--- src/rtl/drive_pkg.sv ---
// Shared types, default tuning constants and operand preconditioning helpers
// for the assist-current sequencer.
package drive_pkg;

  typedef enum logic [1:0] {
    IDLE    = 2'd0,
    MUL_TS  = 2'd1,
    MUL_IC  = 2'd2,
    MUL_FIN = 2'd3
  } state_t;

  localparam logic [11:0] DEF_TORQUE_MIN = 12'h380;
  localparam int          DEF_INC_OFFSET = 256;
  localparam int          DEF_CAD_MIN    = 1;
  localparam int          DEF_CAD_OFFSET = 32;

  // Torque above the assist threshold; anything below the threshold gives no assist.
  function automatic logic [11:0] torque_offset(input logic [11:0] torque,
                                                input logic [11:0] tmin);
    if (torque < tmin) return 12'd0;
    return torque - tmin;
  endfunction

  // Narrow the 13-bit signed incline to 10-bit signed, clamping at the rails.
  function automatic logic signed [9:0] sat_incline(input logic signed [12:0] inc);
    if (inc > 13'sd511)       return 10'sd511;
    else if (inc < -13'sd512) return -10'sd512;
    else                      return $signed(inc[9:0]);
  endfunction

  // Bias the saturated incline and clip the sum into the unsigned 0..511 range.
  function automatic logic [8:0] clip_inc_lim(input logic signed [9:0] inc_sat,
                                              input int offset);
    int sum;
    sum = int'(inc_sat) + offset;
    if (sum < 0)   return 9'd0;
    if (sum > 511) return 9'd511;
    return sum[8:0];
  endfunction

  // Cadence contributes only once the rider is turning faster than the minimum.
  function automatic logic [5:0] cad_factor(input logic [4:0] cad,
                                            input int cmin,
                                            input int coff);
    if (int'(cad) > cmin) return 6'(int'(cad) + coff);
    return 6'd0;
  endfunction

endpackage

--- src/rtl/desired_drive_seq_if.sv ---
// Handshake and operand bundle between sensor conditioning (master) and
// the assist-current sequencer (slave).
interface desired_drive_seq_if;
  logic               start;
  logic        [11:0] avg_torque;
  logic        [4:0]  cadence;
  logic               not_pedaling;
  logic signed [12:0] incline;
  logic        [2:0]  scale;
  logic        [11:0] target_curr;
  logic               done;
  logic               busy;

  modport master (
    output start, avg_torque, cadence, not_pedaling, incline, scale,
    input  target_curr, done, busy
  );

  modport slave (
    input  start, avg_torque, cadence, not_pedaling, incline, scale,
    output target_curr, done, busy
  );
endinterface

--- src/rtl/shared_mult_15x15.sv ---
// Combinational unsigned 15x15 -> 30 multiplier, kept in its own module so
// synthesis can map it onto a hard multiplier or retime around it.
module shared_mult_15x15 (
  input  logic [14:0] a,
  input  logic [14:0] b,
  output logic [29:0] p
);

  assign p = a * b;

endmodule

--- src/rtl/desired_drive_seq.sv ---
// Assist target-current sequencer: evaluates
//   target = sat12(((torque_pos*scale) * (inc_lim*cad_fac)) >> 15)
// over three clocks using one time-shared multiplier.
module desired_drive_seq
  import drive_pkg::*;
#(
  parameter logic [11:0] TORQUE_MIN = DEF_TORQUE_MIN,
  parameter int          INC_OFFSET = DEF_INC_OFFSET,
  parameter int          CAD_MIN    = DEF_CAD_MIN,
  parameter int          CAD_OFFSET = DEF_CAD_OFFSET
) (
  input  logic clk,
  input  logic rst_n,
  desired_drive_seq_if.slave bus
);

  state_t      state;

  logic [11:0] torque_pos_r;
  logic [2:0]  scale_r;
  logic [8:0]  inc_lim_r;
  logic [5:0]  cad_fac_r;
  logic        np_r;

  logic [14:0] ts_reg;
  logic [14:0] ic_reg;

  logic [14:0] mult_a;
  logic [14:0] mult_b;
  logic [29:0] mult_p;

  logic [11:0] target_curr_r;
  logic        done_r;

  assign bus.target_curr = target_curr_r;
  assign bus.done        = done_r;
  assign bus.busy        = (state != IDLE);

  // Steer the shared multiplier by state; idle inputs are parked at zero.
  always_comb begin
    mult_a = 15'd0;
    mult_b = 15'd0;
    case (state)
      MUL_TS: begin
        mult_a = {3'd0, torque_pos_r};
        mult_b = {12'd0, scale_r};
      end
      MUL_IC: begin
        mult_a = {6'd0, inc_lim_r};
        mult_b = {9'd0, cad_fac_r};
      end
      MUL_FIN: begin
        mult_a = ts_reg;
        mult_b = ic_reg;
      end
      default: begin
        mult_a = 15'd0;
        mult_b = 15'd0;
      end
    endcase
  end

  shared_mult_15x15 u_mult (
    .a (mult_a),
    .b (mult_b),
    .p (mult_p)
  );

  // Sequencer FSM: latch preconditioned operands, run the three products,
  // then publish the saturated result with a one-cycle done pulse.
  always_ff @(posedge clk or negedge rst_n) begin
    if (!rst_n) begin
      state         <= IDLE;
      torque_pos_r  <= 12'd0;
      scale_r       <= 3'd0;
      inc_lim_r     <= 9'd0;
      cad_fac_r     <= 6'd0;
      np_r          <= 1'b0;
      ts_reg        <= 15'd0;
      ic_reg        <= 15'd0;
      target_curr_r <= 12'd0;
      done_r        <= 1'b0;
    end else begin
      done_r <= 1'b0;
      case (state)
        IDLE: begin
          if (bus.start) begin
            torque_pos_r <= torque_offset(bus.avg_torque, TORQUE_MIN);
            scale_r      <= bus.scale;
            inc_lim_r    <= clip_inc_lim(sat_incline(bus.incline), INC_OFFSET);
            cad_fac_r    <= cad_factor(bus.cadence, CAD_MIN, CAD_OFFSET);
            np_r         <= bus.not_pedaling;
            state        <= MUL_TS;
          end
        end
        MUL_TS: begin
          ts_reg <= mult_p[14:0];
          state  <= MUL_IC;
        end
        MUL_IC: begin
          ic_reg <= mult_p[14:0];
          state  <= MUL_FIN;
        end
        MUL_FIN: begin
          // Anything at or above 2^27 would overflow 12 bits after the >>15.
          if (np_r)               target_curr_r <= 12'd0;
          else if (|mult_p[29:27]) target_curr_r <= 12'hFFF;
          else                    target_curr_r <= mult_p[26:15];
          done_r <= 1'b1;
          state  <= IDLE;
        end
        default: state <= IDLE;
      endcase
    end
  end

endmodule
--- src/flat_wrapper.sv ---
// flat-port wrapper written by rule: the top's interface ports become plain ports
module desired_drive_seq_flat import drive_pkg::*;
#(
  parameter logic [11:0] TORQUE_MIN = DEF_TORQUE_MIN,
  parameter int          INC_OFFSET = DEF_INC_OFFSET,
  parameter int          CAD_MIN    = DEF_CAD_MIN,
  parameter int          CAD_OFFSET = DEF_CAD_OFFSET
)
  (clk, rst_n, bus_start, bus_avg_torque, bus_cadence, bus_not_pedaling, bus_incline, bus_scale, bus_target_curr, bus_done, bus_busy);
  desired_drive_seq_if bus_i ();
  input  logic clk;
  input  logic rst_n;
  input wire logic [$bits(bus_i.start)-1:0] bus_start;
  input wire logic [$bits(bus_i.avg_torque)-1:0] bus_avg_torque;
  input wire logic [$bits(bus_i.cadence)-1:0] bus_cadence;
  input wire logic [$bits(bus_i.not_pedaling)-1:0] bus_not_pedaling;
  input wire logic [$bits(bus_i.incline)-1:0] bus_incline;
  input wire logic [$bits(bus_i.scale)-1:0] bus_scale;
  output wire logic [$bits(bus_i.target_curr)-1:0] bus_target_curr;
  output wire logic [$bits(bus_i.done)-1:0] bus_done;
  output wire logic [$bits(bus_i.busy)-1:0] bus_busy;
  assign bus_i.start = bus_start;
  assign bus_i.avg_torque = bus_avg_torque;
  assign bus_i.cadence = bus_cadence;
  assign bus_i.not_pedaling = bus_not_pedaling;
  assign bus_i.incline = bus_incline;
  assign bus_i.scale = bus_scale;
  assign bus_target_curr = bus_i.target_curr;
  assign bus_done = bus_i.done;
  assign bus_busy = bus_i.busy;
  desired_drive_seq #(.TORQUE_MIN(TORQUE_MIN), .INC_OFFSET(INC_OFFSET), .CAD_MIN(CAD_MIN), .CAD_OFFSET(CAD_OFFSET)) u_core (.clk(clk), .rst_n(rst_n), .bus(bus_i));
endmodule
--- config.mk ---
export PLATFORM = sky130hd
export DESIGN_NAME = desired_drive_seq_flat
export DESIGN_NICKNAME = d
export VERILOG_FILES = /design/src/rtl/drive_pkg.sv /design/src/rtl/desired_drive_seq_if.sv /design/src/rtl/shared_mult_15x15.sv /design/src/rtl/desired_drive_seq.sv /design/src/flat_wrapper.sv
export SDC_FILE = /design/constraint.sdc
export NUM_CORES = 1
export LEC_CHECK = 0
export ABC_AREA = 1
export BUFFER_PORTS_ARGS = -buffer_cell sky130_fd_sc_hd__clkbuf_2
export CAP_MARGIN = 5
export CELL_PAD_IN_SITES_DETAIL_PLACEMENT = 0
export CELL_PAD_IN_SITES_GLOBAL_PLACEMENT = 1
export CORE_UTILIZATION = 35
export CTS_BUF_LIST = sky130_fd_sc_hd__clkbuf_4 sky130_fd_sc_hd__clkbuf_8
export DETAILED_ROUTE_END_ITERATION = 10
export HOLD_SLACK_MARGIN = 0.02
export PLACE_DENSITY_LB_ADDON = 0.3
export SETUP_SLACK_MARGIN = 0.2
export SYNTH_ARGS = -nofsm -noshare
export SYNTH_HDL_FRONTEND = slang
export SYNTH_SLANG_ARGS = --single-unit
export TNS_END_PERCENT = 30
--- constraint.sdc ---
create_clock -name clk -period 7.7 [get_ports clk]
set_input_delay 0.77 -clock clk [delete_from_list [all_inputs] [get_ports clk]]
set_output_delay 0.77 -clock clk [all_outputs]
set_load 0.01 [all_outputs]
Word-level counts from Yosys, hierarchy flattened
Cells that the tools add are included.
{"block": "totals", "register_bits": 76, "elab_cells": 60, "input_bits": 37, "out_inout_bits": 14}
{"block": "op_classes", "n_mux": 32, "n_reduce_logical": 4, "magnitude_cmp": 6, "n_mul": 1, "addsub": 3, "n_eq_ne": 4}
{"operator": "one-hot mux 15 bit (3 select lines)", "count": 2}
{"operator": "two-way mux 12 bit", "count": 4}
{"operator": "two-way mux 10 bit", "count": 4}
{"operator": "two-way mux 9 bit", "count": 4}
{"operator": "> comparator 32 x 10 -> 1 bit (second input constant)", "count": 1}
{"operator": "< comparator 32 x 1 -> 1 bit (second input constant)", "count": 1}
{"operator": "multiplier 15 x 15 -> 30 bit", "count": 1}
{"operator": "two-way mux 1 bit", "count": 14}
{"operator": "> comparator 13 x 10 -> 1 bit (second input constant)", "count": 1}
{"operator": "< comparator 13 x 10 -> 1 bit (second input constant)", "count": 1}
{"operator": "< comparator 12 x 10 -> 1 bit (second input constant)", "count": 1}
{"operator": "two-way mux 6 bit", "count": 2}
{"operator": "subtractor 12 x 10 -> 12 bit (second input constant)", "count": 1}
{"operator": "adder 10 x 10 -> 11 bit (second input constant)", "count": 1}
{"operator": "one-hot mux 2 bit (4 select lines)", "count": 1}
{"operator": "adder 5 x 6 -> 6 bit (second input constant)", "count": 1}
{"operator": "> comparator 5 x 1 -> 1 bit (second input constant)", "count": 1}
{"operator": "equality test 2 bit (second input constant)", "count": 2}
{"operator": "OR reduction 3 bit", "count": 1}
{"operator": "equality test 2 x 1 -> 1 bit (second input constant)", "count": 1}
{"operator": "zero test 2 bit", "count": 1}
{"operator": "two-way mux 2 bit", "count": 1}
{"operator": "inequality test 2 bit (second input constant)", "count": 1}
{"operator": "AND reduction 2 bit", "count": 1}
{"operator": "nonzero test 2 bit", "count": 1}

Longest topological paths before layout
{"block": "logic_depth", "ltp_word": 15, "mapped_depth": 35, "ltp_nobuf": 33}

Hierarchy
Synthesis repeated with hierarchy kept, for this count alone.
{"block": "unflattened", "hier_cells": 1658, "area_unflattened_um2": 12114.1}
{"mod": "shared_mult_15x15", "cells_per_inst": 1206, "area_per_inst_um2": 8314.2, "instances": 1}
{"mod": "desired_drive_seq", "cells_per_inst": 452, "area_per_inst_um2": 3799.9, "instances": 1}

Worst setup path before layout
OpenSTA, ideal clock, no wires.
{"block": "synth_timing", "kind": "flip-flop to flip-flop", "start": "register u_core.state[0]", "end": "register u_core.target_curr_r[0] (netlist: u_core.bus.target_curr[0])", "arrival_ns": 6.187, "path_slack_ns": 1.396, "required_ns": 7.584, "stages_incl_launch_ff": 33, "cell_sequence": "dfrtp_1 -> inv_1 -> ha_1 -> inv_1 -> buf_2 -> o221ai_1 -> nand2_1 -> inv_1 -> nand2_1 -> fa_1 -> inv_1 -> fa_1 -> inv_1 -> fa_1 -> inv_1 -> fa_1 -> fa_1 -> inv_1 -> fa_1 -> inv_1 -> ha_1 -> nand2_1 -> nor2_2 -> nand2_1 -> nor3_2 -> nand2_1 -> nand3_1 -> nand2_1 -> nand2_2 -> buf_6 -> nand4_1 -> nand2_1 -> nand2_1"}
{"block": "synth_between", "elab_chain_len": 6, "elab_cells_between_ends": 9}
{"element": "from (decl)", "line_no": "desired_drive_seq.sv:17", "text": "state_t state;"}
{"element": "from (signal assigned)", "line_no": "desired_drive_seq.sv:73", "text": "state <= IDLE;"}
{"element": "from (signal assigned)", "line_no": "desired_drive_seq.sv:93", "text": "state <= MUL_TS;"}
{"element": "from (signal assigned)", "line_no": "desired_drive_seq.sv:98", "text": "state <= MUL_IC;"}
{"element": "equality test 2 bit (tied with other cells)", "line_no": "desired_drive_seq.sv:43, desired_drive_seq.sv:85"}
{"element": "one-hot mux 15 bit (3 select lines)", "line_no": "desired_drive_seq.sv:43", "text": "case (state)"}
{"element": "multiplier 15 x 15 -> 30 bit", "line_no": "shared_mult_15x15.sv:9", "text": "assign p = a * b;"}
{"element": "OR reduction 3 bit", "line_no": "desired_drive_seq.sv:107", "text": "else if (|mult_p[29:27]) target_curr_r <= 12'hFFF;"}
{"element": "two-way mux 12 bit", "line_no": "desired_drive_seq.sv:107"}
{"element": "two-way mux 12 bit", "line_no": "desired_drive_seq.sv:106", "text": "if (np_r) target_curr_r <= 12'd0;"}
{"element": "to (signal assigned)", "line_no": "desired_drive_seq.sv:108", "text": "else target_curr_r <= mult_p[26:15];"}
{"element": "to (decl)", "line_no": "desired_drive_seq.sv:32", "text": "logic [11:0] target_curr_r;"}
Parallel ways exist; a longest one is shown, timed or not.
A chain may end at the register's enable or synchronous reset.

Final worst setup path
{"block": "layout_timing", "start": "register u_core.state[0]", "end": "register u_core.target_curr_r[9] (netlist: u_core.bus.target_curr[9])"}
Same word-level chain as after synthesis.

==> impl_summary.log <==
INFO  metric comb_power_share = 62.4%
INFO  metric syn2layout_area_growth = 9.89%
INFO  metric cts_inserted_buffers = 9
INFO  metric clockRootBuffer = clkbuf_8
INFO  metric drv.max_cap_violation_count = 0
INFO  metric most_frequent_cells_in_the_layout = nand2_1, inv_1, fa_1, nor2_1, ha_1
INFO  metric cts_max_level = 3
INFO  metric num_vias = 9370
INFO  metric post-dp-hpwl = 28800 um
INFO  metric congestion_overflow_gr = 0
INFO  metric yosys.area.top_type = fa_1
INFO  metric setup_repair_after_global_routing_missed_its_margin = no
INFO  metric antennaDiodeCount = 0
INFO  metric report.final.slew_viol_count = 0
INFO  metric multi_input_area = 7990 sq um
INFO  metric start_util = 35.7%
INFO  metric yosysWarnings = 0
INFO  metric synth.yosys.seq_area_share = 16.8%
INFO  metric via_count_of_the_first_global_routing_pass = 9722
INFO  metric fp.dieH = 182 um
INFO  metric synth-seq-cells = 76
INFO  metric grt_first_pass_wirelength = 54900 um
INFO  metric p_leak = 6.89 nW
INFO  metric drt-pass1-iter-count = 5
INFO  metric ctsHoldBuffers = 0
INFO  metric critical_path.n_buffers_inverters = 7
INFO  metric timing.critical_path.mode_cell = nand2_1
INFO  metric antenna_found_initial = 0
INFO  metric drt_drc_violations_left = 0
INFO  metric outcome = finished, final reports clean
INFO  metric chipWidth = 182 um
INFO  metric port-buffer-count = 50
INFO  metric max-vdd-ir-drop = 0.223 mV
INFO  metric power_switching = 1.29 mW
INFO  metric clk_lat_worst_skew = 370 ps
INFO  metric layout.nets = 1863
INFO  metric gate_family_responsible_for_the_most_delay_along_the_worst_path = adder cells
INFO  metric tritoncts_clock_tree = done
INFO  metric final_hold_violations = 0
INFO  metric gp_routability_congestion = 0.900
INFO  metric final_common_cell = nand2_1
INFO  metric dieArea = 33100 sq um
INFO  metric synth_cells = 1498
INFO  metric post-place-ws = 275 ps
INFO  metric largest_net_degree_at_the_start_of_global_routing = 77
INFO  metric slowest_delay = 600 ps
INFO  metric worst_clock_skew = 13.5 ps
INFO  metric initialDrtViolationCount = 525
INFO  metric final_worst_setup_slack = 569 ps
INFO  metric power_switching_share = 53.3%
INFO  metric criticalPathCategory = register to register
INFO  metric critPathSlowestCell = fa_1
INFO  metric setup-violations-final = 0
INFO  metric power-per-cell-area = 194 nW/um^2
INFO  metric max_slew.worst_pin.slew = 1010 ps
INFO  metric worst-path-max-fanout = 18
INFO  metric final_layout_size_suffix_gt1_share = 9.02%
INFO  metric startpoint_type = register
INFO  metric syn_nets = 1802
INFO  metric worst_setup_hold_path_clk_slew = 80 ps
INFO  metric achievable-frequency = 140 MHz
INFO  metric synth_area = 11300 sq um
INFO  metric ff_latch_area = 1900 sq um
INFO  metric drt.antenna.violating_nets = 0
INFO  metric maxSlewHeadroom = 33.0%
INFO  metric drt-total-wl = 34000 um
INFO  metric fin_crit_sh = 92.6%
INFO  metric hold_path_class = register to register
INFO  metric syn-mean-instance-area = 7.56 sq um
INFO  metric vias_per_cell = 4.77
INFO  metric core.rowCount = 65
INFO  metric core_area = 31700 sq um
INFO  metric cts-root-to-sink-buffers = 2
INFO  metric yosysTopAreaCellShare = 29.5%
INFO  metric critPathCaptureType = register
INFO  metric gr-usage-all-layers = 21.9%
INFO  metric floorplan.io_pins = 51
INFO  metric p_clk_share = 12.1%
INFO  metric clock-sinks = 76
INFO  metric post_synth_cell_types = 35
INFO  metric finalCriticalPeriod = 7130 ps
INFO  metric setup-tns-final = 0 ps
INFO  metric fillCellCount = 3399
INFO  metric ys_top_cells_by_area = fa_1, dfrtp_1, nand2_1
INFO  metric post_drt_wl_per_cell = 17.3 um
INFO  metric pwr-share-seq = 25.5%
INFO  metric cp.arrival = 7390 ps
INFO  metric timing.critical_path.required = 7960 ps
INFO  metric internal_power = 1.13 mW
through the flow:
step / cells / instance area (sq um) / util, % / hold WS, ps / power, mW
after floorplan: 1498 / 11300 / - / 442 / 1.47
after detailed placement: 1943 / 12100 / 38.2 / 465 / 2.04
after global routing: 1966 / 12400 / 39.2 / 501 / 2.60
final: 1966 / 12400 / 39.2 / 488 / 2.41
after CTS: 1959 / 12300 / 38.8 / 488 / 2.34
after global placement: 1943 / 12100 / 38.2 / 460 / 2.04
worst paths after layout:
| kind | depth (start not counted) | slack, ps | endpoint | start |
|---|---|---|---|---|
| setup / recovery | 29 | 570 | u_core.bus.target_curr[9] | u_core.state[0] |
| hold / removal | 2 | 490 | u_core.ts_reg[1] | u_core.ts_reg[1] |
| setup reg to reg | 29 | 570 | u_core.bus.target_curr[9] | u_core.state[0] |
| hold reg to reg | 2 | 490 | u_core.ts_reg[1] | u_core.ts_reg[1] |
| max in group asynchronous | 1 | 6490 | u_core.ic_reg[12] | rst_n |
| min in group asynchronous | 1 | 550 | u_core.scale_r[1] | rst_n |
cell families (layout without fill, tap and decap cells):
kind of cell / count (synthesis) / in the layout / share of synthesized area, %
buffers and inverters: 390 / 456 / 13.2
xor gates and xnor gates: 20 / 20 / 1.55
DFF: 76 / 76 / 16.8
AOI/OAI and AO/OA: 101 / 101 / 5.05
adders and majority gates: 267 / 267 / 40.6
and+or+nand+nor: 644 / 644 / 22.8
power by group through the flow:
stage | logic, mW | clock network (mW) | registers, mW
2_1_floorplan | 0.872 | 0 | 0.598
5_1_grt | 1.66 | 0.313 | 0.628
3_5_place_dp | 1.42 | 0 | 0.618
4_1_cts | 1.43 | 0.298 | 0.612
3_3_place_gp | 1.42 | 0 | 0.618
6_report | 1.50 | 0.291 | 0.615
timing repair:
| action | CTS | global route |
|---|---|---|
| setup buffers | 0 | 5 |
| setup endpoints to repair | 0 | 14 |
| gates resized for setup | 0 | 23 |
Yosys cell counts, drive strengths merged:
cell type and n:
o21a 1, dfrtp 76, o211ai 3, nor2 146
ha 100, nand3 23, o22ai 13, nor3 2
inv 349, nand4 20, o21ai 58, or2 2
nand3b 3, a21o 1, and2 2, o41ai 1
a21oi 15, xnor2 16, xor2 4, nand2 446
clkinv 6, fa 167, buf 9, o221ai 9
clkbuf 26
tightest hold or removal path, cell delays in order, from the launching register on:
cell	delay (ps)
dfrtp_1	360
nand2_1	60
nand2_1	50
layer usage:
layer  part of all wire (%)  vias to the layer above  track usage, %
li1                       -                     4557               -
met1                     49                     4585            31.9
met2                     44                      188            33.8
met3                    4.5                       40            3.31
met4                    2.3                        0            5.65
met5                      0                        -               0
cell type report:
type	instances	area share [%]
clock buffers	11	1.12
clock inverters	5	0.302
inverters	355	10.9
multi-input cells	1032	64.2
flip-flops and latches	76	15.3
well taps	402	4.04
repair buffers	83	4.12
repair inverters	2	0.0804
(Power assumes the default switching activity.)
